--- src/rtl/mux_4to1_if.sv ---
// Bus bundle for the registered 4:1 word selector: four data sources, select and
// qualifier in, registered word/select/valid out. out_parity exists with MUX_4TO1_PARITY_EN.
interface mux_4to1_if #(
  parameter int WIDTH = 32
);
  logic [WIDTH-1:0] in0;
  logic [WIDTH-1:0] in1;
  logic [WIDTH-1:0] in2;
  logic [WIDTH-1:0] in3;
  logic [1:0]       sel;
  logic             in_valid;
  logic [WIDTH-1:0] out;
  logic [1:0]       out_sel;
  logic             out_valid;
`ifdef MUX_4TO1_PARITY_EN
  logic             out_parity;

  modport master (
    output in0, in1, in2, in3, sel, in_valid,
    input  out, out_sel, out_valid, out_parity
  );

  modport slave (
    input  in0, in1, in2, in3, sel, in_valid,
    output out, out_sel, out_valid, out_parity
  );
`else
  modport master (
    output in0, in1, in2, in3, sel, in_valid,
    input  out, out_sel, out_valid
  );

  modport slave (
    input  in0, in1, in2, in3, sel, in_valid,
    output out, out_sel, out_valid
  );
`endif
endinterface

--- src/rtl/mux_4to1.sv ---
// Registered 4-input word selector with valid qualification; optional even-parity
// output register enabled by defining MUX_4TO1_PARITY_EN.
module mux_4to1 #(
  parameter int WIDTH = 32
) (
  input  logic        clk,
  input  logic        rst,
  mux_4to1_if.slave   bus
);

  logic [WIDTH-1:0] sel_word;
  logic [WIDTH-1:0] out_d,     out_q;
  logic [1:0]       out_sel_d, out_sel_q;
  logic             out_valid_d, out_valid_q;

  always_comb begin
    // NOTE: default first so no path through the block can infer a latch.
    sel_word = '0;
    case (bus.sel)
      2'b00: sel_word = bus.in0;
      2'b01: sel_word = bus.in1;
      2'b10: sel_word = bus.in2;
      2'b11: sel_word = bus.in3;
      default: sel_word = '0;
    endcase
  end

  // Word and select hold when not qualified; valid always follows in_valid.
  always_comb begin
    out_d       = bus.in_valid ? sel_word : out_q;
    out_sel_d   = bus.in_valid ? bus.sel  : out_sel_q;
    out_valid_d = bus.in_valid;
  end

  always_ff @(posedge clk or posedge rst) begin
    if (rst) begin
      out_q       <= '0;
      out_sel_q   <= 2'b00;
      out_valid_q <= 1'b0;
    end else begin
      // NOTE: non-blocking so every register samples pre-edge values.
      out_q       <= out_d;
      out_sel_q   <= out_sel_d;
      out_valid_q <= out_valid_d;
    end
  end

  assign bus.out       = out_q;
  assign bus.out_sel   = out_sel_q;
  assign bus.out_valid = out_valid_q;

`ifdef MUX_4TO1_PARITY_EN
  logic parity_d, parity_q;

  always_comb begin
    parity_d = bus.in_valid ? ^sel_word : parity_q;
  end

  always_ff @(posedge clk or posedge rst) begin
    if (rst) begin
      parity_q <= 1'b0;
    end else begin
      parity_q <= parity_d;
    end
  end

  assign bus.out_parity = parity_q;
`endif

endmodule

--- src/flat_wrapper.sv ---
// flat-port wrapper written by rule: the top's interface ports become plain ports
module mux_4to1_flat 
#(
  parameter int WIDTH = 32
)
  (clk, rst, bus_in0, bus_in1, bus_in2, bus_in3, bus_sel, bus_in_valid, bus_out, bus_out_sel, bus_out_valid);
  mux_4to1_if #(.WIDTH(WIDTH)) bus_i ();
  input  logic clk;
  input  logic rst;
  input wire logic [$bits(bus_i.in0)-1:0] bus_in0;
  input wire logic [$bits(bus_i.in1)-1:0] bus_in1;
  input wire logic [$bits(bus_i.in2)-1:0] bus_in2;
  input wire logic [$bits(bus_i.in3)-1:0] bus_in3;
  input wire logic [$bits(bus_i.sel)-1:0] bus_sel;
  input wire logic [$bits(bus_i.in_valid)-1:0] bus_in_valid;
  output wire logic [$bits(bus_i.out)-1:0] bus_out;
  output wire logic [$bits(bus_i.out_sel)-1:0] bus_out_sel;
  output wire logic [$bits(bus_i.out_valid)-1:0] bus_out_valid;
  assign bus_i.in0 = bus_in0;
  assign bus_i.in1 = bus_in1;
  assign bus_i.in2 = bus_in2;
  assign bus_i.in3 = bus_in3;
  assign bus_i.sel = bus_sel;
  assign bus_i.in_valid = bus_in_valid;
  assign bus_out = bus_i.out;
  assign bus_out_sel = bus_i.out_sel;
  assign bus_out_valid = bus_i.out_valid;
  mux_4to1 #(.WIDTH(WIDTH)) u_core (.clk(clk), .rst(rst), .bus(bus_i));
endmodule
--- config.mk ---
export PLATFORM = sky130hd
export DESIGN_NAME = mux_4to1_flat
export DESIGN_NICKNAME = d
export VERILOG_FILES = /design/src/rtl/mux_4to1_if.sv /design/src/rtl/mux_4to1.sv /design/src/flat_wrapper.sv
export SDC_FILE = /design/constraint.sdc
export NUM_CORES = 1
export LEC_CHECK = 0
export ABC_AREA = 1
export CAP_MARGIN = 20
export CORE_MARGIN = 4
export CORE_UTILIZATION = 33
export DETAILED_ROUTE_END_ITERATION = 10
export PLACE_DENSITY = 0.79
export REMOVE_ABC_BUFFERS = 1
export SLEW_MARGIN = 30
export SYNTH_ARGS = -nofsm -noshare
export SYNTH_HDL_FRONTEND = slang
export SYNTH_SLANG_ARGS = --single-unit
export TNS_END_PERCENT = 50
--- constraint.sdc ---
create_clock -name clk -period 1.05 [get_ports clk]
set_clock_uncertainty 0.15 [all_clocks]
set_input_delay 0.1575 -clock clk [delete_from_list [all_inputs] [get_ports clk]]
set_output_delay 0.1575 -clock clk [all_outputs]
set_load 0.01 [all_outputs]
# --- Yosys cells after proc, flatten, opt, wreduce, memory -nomap -nowiden ---
# Index checks and enable logic that the tools add are counted.
totals:
  regBits: 35
  in_bits: 133
  output_inout_bits: 35
  elab_cells: 8
op_classes:
  eq_ne: 3
  muxes: 1
  n_reduce_logical: 1
ops:
  columns: ["op", "n"]
  rows:
  - ["case mux 32 bit (4 select lines)", 1]
  - ["equality test 2 bit (second input constant)", 2]
  - ["equality test 2 x 1 -> 1 bit (second input constant)", 1]
  - ["zero test 2 bit", 1]

# --- Longest topological paths before layout ---
# Gate-level depths: netlist of run 1.
depth:
  word_depth: 2
  depth_mapped: 9
  ltp_nobuf: 7

# --- Worst setup path after synthesis of run 1 ---
# OpenSTA, ideal clock, no wires.
synth_timing:
  path_type: "input to register"
  start: "input port bus_sel[0]"
  end: "register u_core.out_q[10], in the netlist u_core.bus.out[10]"
  setup_ns: 0.116
  t_arrival_ns: 0.754
  required_time_ns: 0.784
  setup_slack_ns: 0.030
  cell_stages: 6
  n_path_buf: 2
  cell_sequence: "buf_6 nor2_4 buf_2 a21oi_1 nand2_1 nand2_1"
synth_between:
  elab_chain_len: 2
  word_cells_on_any_way: 5
  classes_between: "3 x eq/ne; 1 x mux; 1 x reduce/logical"
synth_rtl:
  columns: ["item", "line", "text"]
  rows:
  - ["start, declared", "flat_wrapper.sv:14", "input wire logic [$bits(bus_i.sel)-1:0] bus_sel;"]
  - ["equality test 2 bit, or another cell as far along", "mux_4to1.sv:19", "case (bus.sel)"]
  - ["case mux 32 bit (4 select lines) *", "mux_4to1.sv:19", null]
  - ["end signal, assigned", "mux_4to1.sv:42", "out_q <= out_d;"]
  - ["end, declared", "mux_4to1.sv:12", "logic [WIDTH-1:0] out_d, out_q;"]
# Mark *: on every way between the ends. The rest lies on a longest branch, timed or not.
# A chain may end at the register's enable or synchronous reset.

# --- Worst setup path in the final report of run 1 ---
layout_timing:
  start: "register u_core.out_q[7], in the netlist u_core.bus.out[7]"
  end: "output port bus_out[7]"
layout_rtl:
  columns: ["item", "line", "text"]
  rows:
  - ["end, declared", "flat_wrapper.sv:16", "output wire logic [$bits(bus_i.out)-1:0] bus_out;"]
# No word-level cell between the ends.

==> reports/results.md, run 1 <==
| Item | This run |
| --- | --- |
| Post-route DRC violation count | 0 |
| Leak Pwr | 2.360 nW |
| Routed Antenna Nets | 0 |
| Largest family of logic cells by synthesized area | simple AND/OR/NAND/NOR gates |
| Placeable core area | 7370 sq um |
| Worst path setup slack after routing | -0.07716 ns |
| Wire length after detailed routing | 9808 um |
| FP Rows | 31 |
| Delay of the slowest cell on the worst path | 0.40 ns |
| Worst EP required | 0.74 ns |
| Startpoint-to-endpoint class of the critical path | flop to output pin |
| Worst EP arrival | 0.82 ns |
| CP Capture Type | output pin |
| F_max | 0.8872 GHz |
| Internal Power | 2.996 mW |
| Pin slew with the least headroom to its limit | 0.2620 ns |
| Number of DRC markers in iteration 0 | 86 |
| Global placement routability congestion | 0.7556 |
| Worst max-slew margin expressed relative to the limit | 0.8250 |
| Tot Pwr | 4.272 mW |
| Worst Setup Slack post-DPL | -0.5658 ns |
| Most used routing layer in global routing | met2 |
| Worst supply voltage drop on vdd | 0.0004788 V |
| Crit path launch type | flop |
| Maximum number of pins on one net before global-route repair | 54 |
| Via count of the first global-routing pass | 2986 |
| Cell Area, Placed | 4307 sq um |
| Final instance area | 4702 sq um |
| HPWL reported at the end of detailed placement | 6566 um |
| Synth Area in Compound Gates | 0.1523 |
| Die W | 95.86 um |
| Crit path max-delay cell type | dfrtp_1 |
| Critical path cell sequence | buf_2 |
| Area share of and/or/nand/nor cells after synthesis | 0.3379 |
| Total number of clock tree sinks | 35 |
| Max-slew violation count | 0 |
| Die outline area | 9189 sq um |
| Hold Path Class | primary input to async pin |
| Crit share post-route | 1.073 |
| Top-area cell type share of the netlist area | 0.3438 |
| Sum of negative setup slack | -2.018 ns |
| Layout-stage area growth over the synthesis result | 84.58% |
| Initial Util | 0.3457 |
| Synth Area in XOR/XNOR | 0 |
| Via count | 3144 |
| Clock Path Buffers | 2 |
| Total of max-cap violations | 0 |
| Met1 demand-to-capacity share in global routing | 0.2090 |
| Antenna Cells | 0 |
| Clock latency on the worst-skew pair | 0.28 ns |
| Cell family with the largest share of critical-path delay | flip-flops |
| Synth Cell Area | 2547 sq um |
| Number of fillers in the final layout | 642 |
| Clk pin slew, worst setup/hold paths | 0.07 ns |
| Final period demand of the worst path | 1.127 ns |
| Wire length of the first global-routing pass | 13700 um |
| Proportion of register bits with asynchronous set or reset after synthesis | 1.000 |
| DR pass1 iterations | 4 |
| Share of cell area taken by muxes after synthesis | 0 |
| Final hold vios | 0 |
| Via density | 4.764 |
| Antenna violations before repair | 0 |
| Net count, final | 695 |
| Met2 layer usage reported by global route | 0.3492 |
| Yosys cell types | 19 |
| Mean area per synthesized cell | 6.848 sq um |
| Routed wire length per instance | 14.86 um |
| Dominant cell type by area after synthesis | dfrtp_1 |
| Flop and latch count out of synthesis | 35 |
| Total global-route track usage | 0.1903 |
| Clock buffers created by TritonCTS | 5 |
| Ratio of total power to cell area | 908.6 nW/um^2 |
| Net load switching power | 1.276 mW |
| Number of failing setup endpoints in the final timing report | 36 |
| Synth area leaders | dfrtp_1, nand2_1, nand3_1 |
| Failing checks | negative setup slack |
| Combinational share of power | 0.415 |
| RSZ-0062 raised after global routing | yes |
| Sequential-to-total area share from yosys stat | 0.3438 |
| Root cell of the clock tree | clkbuf_8 |
| Yosys warning count | 0 |
| Count of boundary I/O pins | 168 |
| H-tree lvl count | 2 |
| Commonest cells post-synth | nand2_1, nand3_1, inv_1, dfrtp_1, a21oi_1 |
| GR Layer Usage met3 | 0.06646 |
| Port Buffers | 167 |
| Synth Flop Type | dfrtp_1 |
| Clk pwr share | 0.210 |
| Floorplan die height | 95.86 um |
| Share of synthesized cell area in full adder, half adder and majority cells | 0 |
| EDFF count, synth | 0 |
| Global-route congestion overflow total | 0 |
| Sequential Power Share | 0.375 |
| Sw Share | 0.2987 |
| Buffers and inverters on the worst path | 1 |
| Clock tree from TritonCTS | done |
| Layout cell share with drive strength beyond 1 | 0.1943 |
| Outcome | finished, violations left |
| Critical path peak fanout | 2 |
| Instance count of the mapped netlist | 372 |
| Most frequently used cell type in the post-synthesis netlist | nand2_1 |
cell families after synthesis:
kind of cell           count (synthesis)
DFF                                   35
buffers and inverters                 67
AOI/OAI and AO/OA                     62
and+or+nand+nor                      208
through the flow:
stage | instances | utilization | hold WS, ns
after floorplan | 346 | - | 0.03893
after global placement | 628 | 0.5844 | 0.3123
after detailed placement | 628 | 0.5844 | 0.3142
after CTS | 649 | 0.6148 | 0.09846
after global routing | 660 | 0.6380 | 0.1131
final | 660 | 0.6380 | 0.1004
state kept, by name, summed over array words and instances, names as in the netlist:
name / flops
u_core.bus.out_valid: 1
u_core.bus.out: 32
u_core.bus.out_sel: 2
layer usage:
metal,share of wire,vias to the layer above,wire (um)
met5,0,-,0
met4,0.012,0,116
met3,0.099,12,974
met2,0.50,130,4885
met1,0.39,1438,3832
li1,-,1564,-
layout by cell type, fill, tap and decap left out:
cell type,instances
nand2_1,133
clkdlybuf4s50_1,129
nand3_1,55
inv_1,37
dfrtp_1,35
a21oi_1,30
o21bai_1,28
buf_4,23
buf_2,19
buf_6,17
nand2_2,12
buf_12,11
clkbuf_8,5
nand2_4,4
nand3_2,3
inv_8,3
inv_2,2
o21ai_0,2
a21oi_2,2
buf_16,2
nor2_4,1
clkinv_16,1
inv_4,1
clkbuf_1,1
bufbuf_16,1
dlygate4sd3_1,1
dlygate4sd2_1,1
clkbuf_2,1
clkbuf_4,1
power groups by stage:
stage	sequential [mW]	combinational [mW]	clock [mW]
after global routing	1.62	1.92	0.991
final	1.60	1.77	0.898
after detailed placement	1.61	1.61	0
after CTS	1.59	1.66	0.935
after global placement	1.61	1.58	0
after floorplan	1.68	0.444	0
final timing paths:
path                                    start                 end  slack [ns]  cells after the start
max                         u_core.bus.out[7]          bus_out[7]       -0.08                      1
min                                       rst  u_core.bus.out[31]        0.10                      3
max reg2reg                u_core.bus.out[15]  u_core.bus.out[15]        0.03                      4
min reg2reg                u_core.bus.out[31]  u_core.bus.out[31]        0.33                      2
max in group asynchronous                 rst  u_core.bus.out[17]        0.47                      3
min in group clk           u_core.bus.out[31]  u_core.bus.out[31]        0.33                      2
final cells by class:
class,count,area (sq um),area share
flip-flops and latches,35,875.8,0.1863
repair buffers,206,2090,0.4444
well taps,99,123.9,0.02634
multi-input cells,270,1324,0.2815
inverters,41,182.7,0.03885
repair inverters,3,33.78,0.007185
clock buffers,6,72.57,0.01543
timing repair:
action                                 CTS  global route
buffers inserted                        11             8
hold buffers                             1             0
pin swaps                                1             3
endpoints found under the hold margin    1             0
gates cloned                             3             3
setup endpoints to repair               68            67
gates resized for setup                178            17
(Power assumes the default switching activity.)
==> inputs of run 2 (changes only) <==
Settings changed: GPL_TIMING_DRIVEN set to 0, RECOVER_POWER set to 50, SKIP_LAST_GASP set to 1.
==> run 2 against run 1 <==
Effect of this change:
- largest power group unchanged
- cell area down 5.2%
- the run still ends with negative setup slack left
- setup slack worse by 0.0028 ns
- hold slack improved by 0.020 ns
- register-to-register slack better by 0.10 ns
- critical endpoint is now bus_out[13]
- non-clock buffer count decreased by 15
- sequential power about the same
- global-route usage is 0.73 points higher
- clock power increased by 5.1%
- first-iteration DRC count up 63%
- via count shrank 3.4%
- combinational power decreased by 6%
==> reports/results.md, run 2 (same netlist as run 1, synthesis figures left out) <==
| Item | This run |
| --- | --- |
| Clock latency on the worst-skew pair | 0.28 ns |
| Die outline area | 9189 sq um |
| Critical path cell sequence | buf_2 |
| Net load switching power | 1.250 mW |
| Antenna Cells | 0 |
| Leak Pwr | 2.230 nW |
| Post-route DRC violation count | 0 |
| Via count of the first global-routing pass | 2994 |
| F_max | 0.8850 GHz |
| Placeable core area | 7370 sq um |
| Die W | 95.86 um |
| Buffers and inverters on the worst path | 1 |
| DR pass1 iterations | 4 |
| Antenna violations before repair | 0 |
| Cell family with the largest share of critical-path delay | flip-flops |
| Net count, final | 680 |
| Port Buffers | 167 |
| Crit share post-route | 1.076 |
| Clk pin slew, worst setup/hold paths | 0.07 ns |
| Final hold vios | 0 |
| Routed wire length per instance | 14.51 um |
| Total number of clock tree sinks | 35 |
| Via count | 3036 |
| Global-route congestion overflow total | 0 |
| Path depth of the worst reg2reg path | 3 |
| Hold Path Class | primary input to flop |
| Clock buffers created by TritonCTS | 5 |
| Via density | 4.692 |
| Crit path max-delay cell type | dfrtp_1 |
| Clock tree from TritonCTS | done |
| Startpoint-to-endpoint class of the critical path | flop to output pin |
| Routed Antenna Nets | 0 |
| Commonest cells after routing, fill and taps aside | nand2_1, clkdlybuf4s50_1, nand3_1, inv_1, dfrtp_1 |
| Number of instances on the worst hold path | 1 |
| Delay of the slowest cell on the worst path | 0.40 ns |
| Number of stages on the worst setup path | 1 |
| Commonest non-fill, non-tap cell in the layout | nand2_1 |
| Number of buffers added to fix hold violations after cts | 0 |
| Layout cell share with drive strength beyond 1 | 0.1442 |
| CP Capture Type | output pin |
| H-tree lvl count | 2 |
| Flip-flop count of the largest register after layout | 32 |
| Tot Pwr | 4.220 mW |
| Wire length of the first global-routing pass | 14100 um |
| Final period demand of the worst path | 1.130 ns |
| Worst EP required | 0.74 ns |
| Sw Share | 0.2962 |
| Max-slew violation count | 0 |
| HPWL reported at the end of detailed placement | 6145 um |
| Layout-stage area growth over the synthesis result | 74.90% |
| Initial Util | 0.3457 |
| Total global-route track usage | 0.1976 |
| Number of DRC markers in iteration 0 | 140 |
| Combinational share of power | 0.397 |
| Pin slew with the least headroom to its limit | 0.7573 ns |
| Wire length after detailed routing | 9390 um |
| Worst Setup Slack post-DPL | -1.357 ns |
| Crit path launch type | flop |
| Worst supply voltage drop on vdd | 0.0004188 V |
| Failing checks | negative setup slack |
| Clk pwr share | 0.224 |
| Worst EP arrival | 0.82 ns |
| Clock Path Buffers | 2 |
| Internal Power | 2.970 mW |
| FP Rows | 31 |
| Total of max-cap violations | 0 |
| Floorplan die height | 95.86 um |
| Number of failing setup endpoints in the final timing report | 37 |
| Worst path setup slack after routing | -0.07991 ns |
| Number of fillers in the final layout | 699 |
| Critical path peak fanout | 2 |
| Maximum number of pins on one net before global-route repair | 54 |
| Ratio of total power to cell area | 947.1 nW/um^2 |
| Outcome | finished, violations left |
| Cell Count Post-Placement | 613 |
| Sequential Power Share | 0.380 |
| Worst max-slew margin expressed relative to the limit | 0.4944 |
| Root cell of the clock tree | clkbuf_8 |
| RSZ-0062 raised after global routing | yes |
| Global placement routability congestion | 0.7204 |
| Count of boundary I/O pins | 168 |
| Final cell count without fillers | 647 |
run 2: cell count changes in the layout (fill, tap and decap cells not counted), moves of 2 or more:
cell | before | now
buf_4 | 23 | 21
nand2_1 | 133 | 148
inv_6 | 0 | 3
buf_12 | 11 | 3
buf_2 | 19 | 15
bufinv_16 | 0 | 2
nand3_2 | 3 | 0
buf_6 | 17 | 20
nand2_2 | 12 | 0
nand3_1 | 55 | 58
nand2_4 | 4 | 1
inv_8 | 3 | 0
run 2: layout make-up:
| cell class | count | area, sq um | area share |
|---|---|---|---|
| clock buffer | 7 | 76.32 | 0.01713 |
| clock inverter | 1 | 5.005 | 0.001123 |
| inverter | 41 | 211.5 | 0.04746 |
| multi-input combinational | 271 | 1267 | 0.2845 |
| sequential | 35 | 875.8 | 0.1966 |
| tap | 99 | 123.9 | 0.02780 |
| timing repair buffer | 191 | 1878 | 0.4215 |
| timing repair inverter | 2 | 17.52 | 0.003931 |
run 2: what timing repair did:
item	CTS	global route
gates resized for setup	161	23
buffers inserted	5	17
pin swaps	2	0
cloned	4	0
endpoints found under the setup margin	69	94
run 2: worst register-to-register path, stage by stage, from the launching register on:
cell     delay, ns
dfrtp_1       0.39
buf_4         0.13
nand2_1       0.05
o21ai_0       0.07
run 2: path summary, 6_finish.rpt:
path,start,to,slack (ns)
worst max-delay path,u_core.bus.out[13],bus_out[13],-0.08
worst min-delay path,bus_in_valid,u_core.bus.out_valid,0.12
worst max register to register,u_core.bus.out_sel[0],u_core.bus.out_sel[0],0.13
worst min register to register,u_core.bus.out[12],u_core.bus.out[12],0.33
max in group asynchronous,rst,u_core.bus.out[31],0.06
min in group asynchronous,rst,u_core.bus.out[9],0.20
run 2: power groups by stage:
stage / sequential, mW / combinational (mW) / clock, mW
6_report: 1.60 / 1.67 / 0.944
5_1_grt: 1.62 / 1.83 / 1.03
4_1_cts: 1.58 / 1.48 / 0.978
3_5_place_dp: 1.61 / 1.51 / 0
3_3_place_gp: 1.60 / 1.48 / 0
2_1_floorplan: 1.68 / 0.444 / 0
run 2: through the flow:
stage / area (sq um) / TNS, ns / utilization / hold WS, ns
floorplan: 2283 / -5.029 / - / 0.03893
global placement: 4079 / -111.49 / 0.5535 / 0.3098
detailed placement: 4104 / -58.07 / 0.5569 / 0.3142
CTS: 4203 / -2.652 / 0.5703 / 0.1128
global route: 4456 / -6.981 / 0.6046 / 0.1220
finish: 4456 / -2.040 / 0.6046 / 0.1202
run 2: per-layer routing:
| layer | part of all wire | track usage | up-vias |
|---|---|---|---|
| met5 | 0 | 0 | - |
| met4 | 0.0065 | 0.03910 | 0 |
| met3 | 0.098 | 0.06177 | 7 |
| met2 | 0.50 | 0.3729 | 117 |
| met1 | 0.39 | 0.2159 | 1383 |
| li1 | - | - | 1529 |
==> inputs of run 3 (changes only) <==
==> constraint.sdc (replaced) <==
create_clock -name clk -period 1.05 [get_ports clk]
set_clock_uncertainty 0.15 [all_clocks]
set_input_delay 0.105 -clock clk [delete_from_list [all_inputs] [get_ports clk]]
set_output_delay 0.105 -clock clk [all_outputs]
set_load 0.01 [all_outputs]
==> run 3 against run 2 <==
Effect of this change:
- the flow still finishes with violations (negative setup slack)
- via count shrank 0.13%
- die area did not move
- sequential cell count did not move
- routed wire length about the same
- non-clock buffer count stayed put
- global-route usage is 0.079 points lower
- cell area unchanged
- fmax grew 4.7%
- setup slack improved by 0.050 ns
- count of clock-buffer cells in the layout unchanged
- core utilization unchanged
- largest power group unchanged
==> reports/results.md, run 3 (same netlist as run 1, synthesis figures left out) <==
| Item | This run |
| --- | --- |
| Pin slew with the least headroom to its limit | 0.7597 ns |
| Crit path max-delay cell type | dfrtp_1 |
| Worst EP required | 0.79 ns |
| Endpoint of the worst-slack reg-to-reg timing path | u_core.bus.out_sel[0] |
| Initial Util | 0.3457 |
| Final period demand of the worst path | 1.079 ns |
| Global placement routability congestion | 0.7204 |
| Number of instances on the worst hold path | 1 |
| Startpoint-to-endpoint class of the critical path | flop to output pin |
| Post-Route Hold Slack | 0.06577 ns |
| Net count, final | 680 |
| Sum of negative setup slack | -0.2804 ns |
| CP Capture Type | output pin |
| Critical path cell sequence | buf_2 |
| Die W | 95.86 um |
| Number of failing setup endpoints in the final timing report | 27 |
| Cell family with the largest share of critical-path delay | flip-flops |
| Outcome | finished, violations left |
| Hold Path Class | primary input to flop |
| Cell Area, Placed | 4104 sq um |
| Leak Pwr | 2.230 nW |
| Total of max-cap violations | 0 |
| Antenna Cells | 0 |
| Worst EP arrival | 0.82 ns |
| Worst max-slew margin expressed relative to the limit | 0.4928 |
| Clock tree from TritonCTS | done |
| Count of boundary I/O pins | 168 |
| Critical path launch point | u_core.bus.out[13] |
| Antenna violations before repair | 0 |
| Launch point of the worst reg-to-reg path | u_core.bus.out_sel[0] |
| Routed wire length per instance | 14.50 um |
| Clock latency on the worst-skew pair | 0.28 ns |
| Delay of the slowest cell on the worst path | 0.40 ns |
| Buffers and inverters on the worst path | 1 |
| Total global-route track usage | 0.1968 |
| Floorplan die height | 95.86 um |
| Worst supply voltage drop on vdd | 0.0004207 V |
| Final cell count without fillers | 647 |
| Register-to-register setup slack | 0.13 ns |
| HPWL reported at the end of detailed placement | 6145 um |
| DR pass1 iterations | 6 |
| Min-Delay Startpoint | bus_in_valid |
| Wire length after detailed routing | 9384 um |
| Commonest cells after routing, fill and taps aside | nand2_1, clkdlybuf4s50_1, nand3_1, inv_1, dfrtp_1 |
| Flip-flop count of the largest register after layout | 32 |
| Cell Count Post-Placement | 613 |
| Clock Path Buffers | 2 |
| Final hold vios | 0 |
| Critical path peak fanout | 2 |
| Crit path launch type | flop |
| Via count of the first global-routing pass | 2988 |
| H-tree lvl count | 2 |
| Placeable core area | 7370 sq um |
| RSZ-0062 raised after global routing | yes |
| Root cell of the clock tree | clkbuf_8 |
| Final instance area | 4456 sq um |
| Via density | 4.686 |
| Die outline area | 9189 sq um |
| Wire length of the first global-routing pass | 14040 um |
| Path depth of the worst reg2reg path | 3 |
| Routed Antenna Nets | 0 |
| Commonest non-fill, non-tap cell in the layout | nand2_1 |
| Worst Setup Slack post-DPL | -1.304 ns |
| Total number of clock tree sinks | 35 |
| Layout-stage area growth over the synthesis result | 74.90% |
| Port Buffers | 167 |
| F_max | 0.9264 GHz |
| Hold Path Sink | u_core.bus.out_valid |
| Failing checks | negative setup slack |
| Global-route congestion overflow total | 0 |
| Clk pin slew, worst setup/hold paths | 0.07 ns |
| Worst path setup slack after routing | -0.02942 ns |
| Number of buffers added to fix hold violations after cts | 0 |
| FP Rows | 31 |
| Post-route DRC violation count | 0 |
| Clock buffers created by TritonCTS | 5 |
| Number of DRC markers in iteration 0 | 150 |
| Via count | 3032 |
| Ratio of total power to cell area | 948.3 nW/um^2 |
| Layout cell share with drive strength beyond 1 | 0.1442 |
| Max-slew violation count | 0 |
| Crit share post-route | 1.028 |
| Maximum number of pins on one net before global-route repair | 54 |
run 3: stage by stage:
| step | power, mW | util |
|---|---|---|
| 6_report | 4.225 | 0.6046 |
| 5_1_grt | 4.467 | 0.6046 |
| 4_1_cts | 4.036 | 0.5696 |
| 3_5_place_dp | 3.122 | 0.5569 |
| 3_3_place_gp | 3.078 | 0.5535 |
| 2_1_floorplan | 2.128 | - |
run 3: area by class of cell:
cell class                      instances  area [sq um]
Fill cell                             701          2914
Timing Repair Buffer                  191          1878
Multi-Input combinational cell        271          1267
Sequential cell                        35         875.8
Inverter                               41         211.5
Tap cell                               99         123.9
Clock buffer                            7         76.32
Timing Repair inverter                  2         17.52
Clock inverter                          1         5.005
run 3: how the worst max path moves through the flow:
stage | to | cells after the start
finish | bus_out[13] | 1
global route | bus_out[0] | 1
CTS | bus_out[13] | 1
detailed placement | u_core.bus.out[21] | 5
global placement | u_core.bus.out[15] | 5
floorplan | u_core.bus.out_sel[0] | 2
run 3: routing by layer:
metal / up-vias / GRT usage / part of all wire
met5: - / 0 / 0
met4: 0 / 0.03910 / 0.0075
met3: 8 / 0.06099 / 0.099
met2: 123 / 0.3735 / 0.51
met1: 1371 / 0.2136 / 0.39
li1: 1530 / - / -
run 3: power by group:
group          total (mW)  internal [mW]  switching (mW)
combinational        1.68           1.00           0.675
sequential           1.60           1.50          0.0986
clock               0.947          0.466           0.481
run 3: what timing repair did:
| action | in CTS | in global routing |
|---|---|---|
| endpoints found under the setup margin | 69 | 81 |
| gates resized for setup | 160 | 24 |
| gates cloned | 4 | 0 |
| setup buffers | 5 | 17 |
| pin swaps | 2 | 0 |
